### config.mk
export PLATFORM = sky130hd
export DESIGN_NAME = ddr_wr_burst_seq
export DESIGN_NICKNAME = d
export VERILOG_FILES = /design/src/rtl/ddr_wr_burst_seq.sv
export SDC_FILE = /design/constraint.sdc
export NUM_CORES = 1
export LEC_CHECK = 0
export ABC_AREA = 1
export BUFFER_PORTS_ARGS = -buffer_cell sky130_fd_sc_hd__buf_2
export CORE_UTILIZATION = 40
export DETAILED_ROUTE_END_ITERATION = 12
export PLACE_DENSITY = 0.78
export SLEW_MARGIN = 20
export SYNTH_ARGS = -nofsm -noshare
export SYNTH_HDL_FRONTEND = slang
export SYNTH_SLANG_ARGS = --single-unit
### constraint.sdc
create_clock -name clk -period 1.9 [get_ports clk]
set_input_delay 0.095 -clock clk [delete_from_list [all_inputs] [get_ports clk]]
set_output_delay 0.095 -clock clk [all_outputs]
set_load 0.01 [all_outputs]
### src/rtl/ddr_wr_burst_seq.sv
// Write-burst sequencer for one DDR3 byte lane (clk_div domain).
// Produces DQ/DQS serializer nibbles for preamble, data beats, postamble and seamless bursts.
module ddr_wr_burst_seq #(
    parameter int DQ_WIDTH  = 8,
    parameter int LEN_WIDTH = 4
) (
    input  logic                  clk,
    input  logic                  rst,
    input  logic                  start,
    input  logic [LEN_WIDTH-1:0]  len,
    output logic                  ready,
    input  logic [4*DQ_WIDTH-1:0] wdata,
    output logic                  data_rd,
    output logic [4*DQ_WIDTH-1:0] dq_din,
    output logic [3:0]            dq_tin,
    output logic [3:0]            dqs_din,
    output logic [3:0]            dqs_tin,
    output logic                  busy,
    output logic                  done
);

    typedef enum logic [1:0] {
        IDLE = 2'd0,
        PRE  = 2'd1,
        DATA = 2'd2,
        POST = 2'd3
    } state_t;

    state_t                  state_q, state_d;
    logic [LEN_WIDTH-1:0]    cnt_q, cnt_d;
    logic [4*DQ_WIDTH-1:0]   dq_din_q, dq_din_d;
    logic [3:0]              dq_tin_q, dq_tin_d;
    logic [3:0]              dqs_din_q, dqs_din_d;
    logic [3:0]              dqs_tin_q, dqs_tin_d;
    logic                    busy_q, busy_d;
    logic                    done_q, done_d;
    logic                    accept;

    always_comb begin
        state_d   = state_q;
        cnt_d     = cnt_q;
        ready     = 1'b0;
        data_rd   = 1'b0;
        accept    = start && (len != '0);

        case (state_q)
            IDLE: begin
                ready = 1'b1;
                if (accept) begin
                    state_d = PRE;
                    cnt_d   = len;
                end
            end
            PRE: begin
                data_rd = 1'b1;
                state_d = DATA;
            end
            DATA: begin
                if (cnt_q > LEN_WIDTH'(1)) begin
                    data_rd = 1'b1;
                    cnt_d   = cnt_q - LEN_WIDTH'(1);
                end else begin
                    // Last beat: a new request here continues DQS toggling without a gap.
                    ready = 1'b1;
                    if (accept) begin
                        data_rd = 1'b1;
                        cnt_d   = len;
                    end else begin
                        state_d = POST;
                        cnt_d   = '0;
                    end
                end
            end
            POST: begin
                state_d = IDLE;
            end
            default: begin
                state_d = IDLE;
                cnt_d   = '0;
            end
        endcase

        // Outputs are registered, so they are decoded from the state being entered.
        dq_din_d  = '0;
        dq_tin_d  = 4'b1111;
        dqs_din_d = 4'b0000;
        dqs_tin_d = 4'b0000;
        busy_d    = (state_d != IDLE);
        done_d    = (state_d == POST);
        case (state_d)
            IDLE: dqs_tin_d = 4'b1111;
            DATA: begin
                dq_din_d  = wdata;
                dq_tin_d  = 4'b0000;
                dqs_din_d = 4'b0101;
            end
            default: ;
        endcase
    end

    always_ff @(posedge clk or negedge rst) begin
        if (!rst) begin
            state_q   <= IDLE;
            cnt_q     <= '0;
            dq_din_q  <= '0;
            dq_tin_q  <= 4'b1111;
            dqs_din_q <= 4'b0000;
            dqs_tin_q <= 4'b1111;
            busy_q    <= 1'b0;
            done_q    <= 1'b0;
        end else begin
            state_q   <= state_d;
            cnt_q     <= cnt_d;
            dq_din_q  <= dq_din_d;
            dq_tin_q  <= dq_tin_d;
            dqs_din_q <= dqs_din_d;
            dqs_tin_q <= dqs_tin_d;
            busy_q    <= busy_d;
            done_q    <= done_d;
        end
    end

    assign dq_din  = dq_din_q;
    assign dq_tin  = dq_tin_q;
    assign dqs_din = dqs_din_q;
    assign dqs_tin = dqs_tin_q;
    assign busy    = busy_q;
    assign done    = done_q;

endmodule

==> impl_metrics.yaml <==
synth:
  synth-seq-cells: 43
  post_synth_num_cell_types: 21
  synth_top_cell_by_area: "dfrtp_1"
  yosysTopAreaCellShare: 0.557
  synth_edf_count: 0
  synth-main-ff-cell: "dfrtp_1"
  yosysWarnings: 0
  async_flop_share: 1.00
  synth_cells: 190
  ys_top_cells_by_area: "dfrtp_1 56%, inv_1 9.2%, nor2_2 6.1%"
  synth_seq_area_share: 0.586
  avgSynthCellArea_um2: 9.69
  synth.cell_area_mm2: 0.00184
grt:
  grt_remaining_overflow: 0
  grt_pass1_wl_um: 5460
  grtUsageTotal: 0.144
  grtUsageMet2: 0.256
  grtUsageMet1: 0.156
  first_global_vias: 1330
  top_usage_layer: "met2"
  grt_max_degree: 44
  antenna_found_initial: 0
  gr-usage-met3: 0.0392
routing:
  num_vias: 1425
  firstDrtPassIters: 4
  first_iter_violations: 121
  viasPerCell: 4.28
  drt-total-wl_um: 3280
  final_antenna_net_count: 0
  routedWlPerCell_um: 9.84
  drc: 0
timing:
  setup-violations-final: 0
  slew_headroom: 0.643
  finalCritPeriodShare: 0.906
  hold_viol: 0
  finClkSkew_ns: 0.00761
  fin_crit_ns: 1.72
  finalMaxSlewViolations: 0
  rsz0062_at_grt: "no"
  fin_setup_tns_ns: 0
  fmax_mhz: 581
  whs_ns: 0.00807
  tightest_slew_ns: 0.535
floorplan:
  fp.dieH_um: 69.8
  ios: 87
  start_util: 0.420
  rows: 24
  core_region_area_mm2: 0.00438
  fp.dieW_um: 69.8
  dieArea_mm2: 0.00488
setup_path:
  worst_ep_required_time_ns: 1.80
  r2r-start: "state_q[0]"
  critPathMaxFanout: 4
  worstSetupStartpoint: "cnt_q[0]"
  crit_type: "flip-flop to output port"
  arrival_ns: 1.63
  reg2reg_depth: 8
  critPathCaptureType: "output port"
  startpoint_type: "flip-flop"
cells_and_area:
  layout.nets: 324
  final_cell_mix: "84 x buf_2, 45 x inv_1, 41 x dfrtp_1"
  antenna_cells: 0
  final_layout_size_suffix_gt1_frac: 0.438
  area.growth.synth_to_final_pct: 31.6
  instances_no_fill: 333
  final_common_cell: "buf_2"
pwr:
  irDropWorstVdd_uv: 678
  power-per-cell-area_mw_per_mm2: 1580
  leakage_nw: 1.49
worst_hold_path:
  hp-class: "primary input to flip-flop"
  min_path_cells: 3
  worstHoldStart: "wdata[9]"
placed_design:
  post-dp-hpwl_um: 2430
  numPortBuffers: 84
  place_congestion: 0.801
  dp_cells: 318
clock_tree:
  cts_hold_buf: 6
  clockRootBuffer: "clkbuf_8"
  htree_levels: 2
  cts_resized: 0
  clock_latency_ns: 0.29
  post-cts-setup-buffer-count: 0
  clk_pin_slew_worst_paths_ns: 0.08
  cts_max_path_buffers: 2
  cts_tree: "built"
  cts.sinks: 43
  cts_buffers: 5
run_status:
  outcome: "finished clean"
flow_run:
  maxCapViolCount: 0
## stage by stage
step / utilization / power [mW] / area [µm²] / setup slack, ns
CTS: 0.550 / 3.89 / 2410 / 0.178
finish: 0.553 / 3.82 / 2420 / 0.178
global placement: 0.516 / 3.25 / 2260 / 0.315
global route: 0.553 / 4.15 / 2420 / 0.0620
detailed placement: 0.516 / 3.30 / 2260 / 0.242
floorplan: - / 2.79 / 1840 / 0.431
## logic make-up after synthesis
group	count (synthesis)	share of synthesized area
buf+inv	58	0.149
simple gates	74	0.199
flops	43	0.586
compound gates	8	0.0252
xor+xnor	1	0.00476
other cells	1	0.00204
fa+ha+maj	5	0.0340
## worst paths after layout
path	endpoint	slack [ns]
worst max-delay path	data_rd	0.18
worst min-delay path	dq_din[9]	0.008
worst max register to register	dq_din[6]	0.24
worst min register to register	cnt_q[1]	0.53
max in group asynchronous	dqs_tin[2]	1.11
min in group asynchronous	cnt_q[3]	0.39
## area by class of cell
| class | count | area, µm² |
|---|---|---|
| Sequential cell | 43 | 1080 |
| Multi-Input combinational cell | 90 | 492 |
| Inverter | 46 | 173 |
| Clock inverter | 3 | 20.0 |
| Tap cell | 52 | 65.1 |
| Fill cell | 398 | 1960 |
| Timing Repair Buffer | 94 | 526 |
| Clock buffer | 5 | 68.8 |
## flip-flops by register name (all words and copies together) (netlist names)
name and cells:
dq_din 32, cnt_q 4, state_q 2, busy 1
done 1, dq_tin 1, dqs_din 1, dqs_tin 1
## synth_stat cells (2+ instances only)
cell,count
buf_6,3
ha_1,5
nand2_1,22
dfstp_2,2
dfrtp_1,41
inv_1,45
nand2_2,3
nor2_1,22
o21ai_0,4
nand3_1,6
nor2_2,18
a21oi_1,2
buf_4,9
## critical path: stages, from the launching register on
cell and delay [ns]:
dfrtp_1 0.40, inv_1 0.09, ha_1 0.23, o21ai_2 0.19, inv_2 0.08, nand2_2 0.07, a21oi_1 0.06, nor2_1 0.09
buf_2 0.14
## layer usage
metal | up-vias | wire, µm
met4 | 0 | 82
li1 | 708 | -
met1 | 642 | 1290
met3 | 8 | 215
met2 | 67 | 1690
met5 | - | 0
## report_power, final
part / internal [mW] / switching, mW / total, mW
combinational: 0.724 / 1.15 / 1.87
clock: 0.256 / 0.305 / 0.561
sequential: 1.27 / 0.124 / 1.39
No activity file was read; power rests on OpenSTA's default activity.
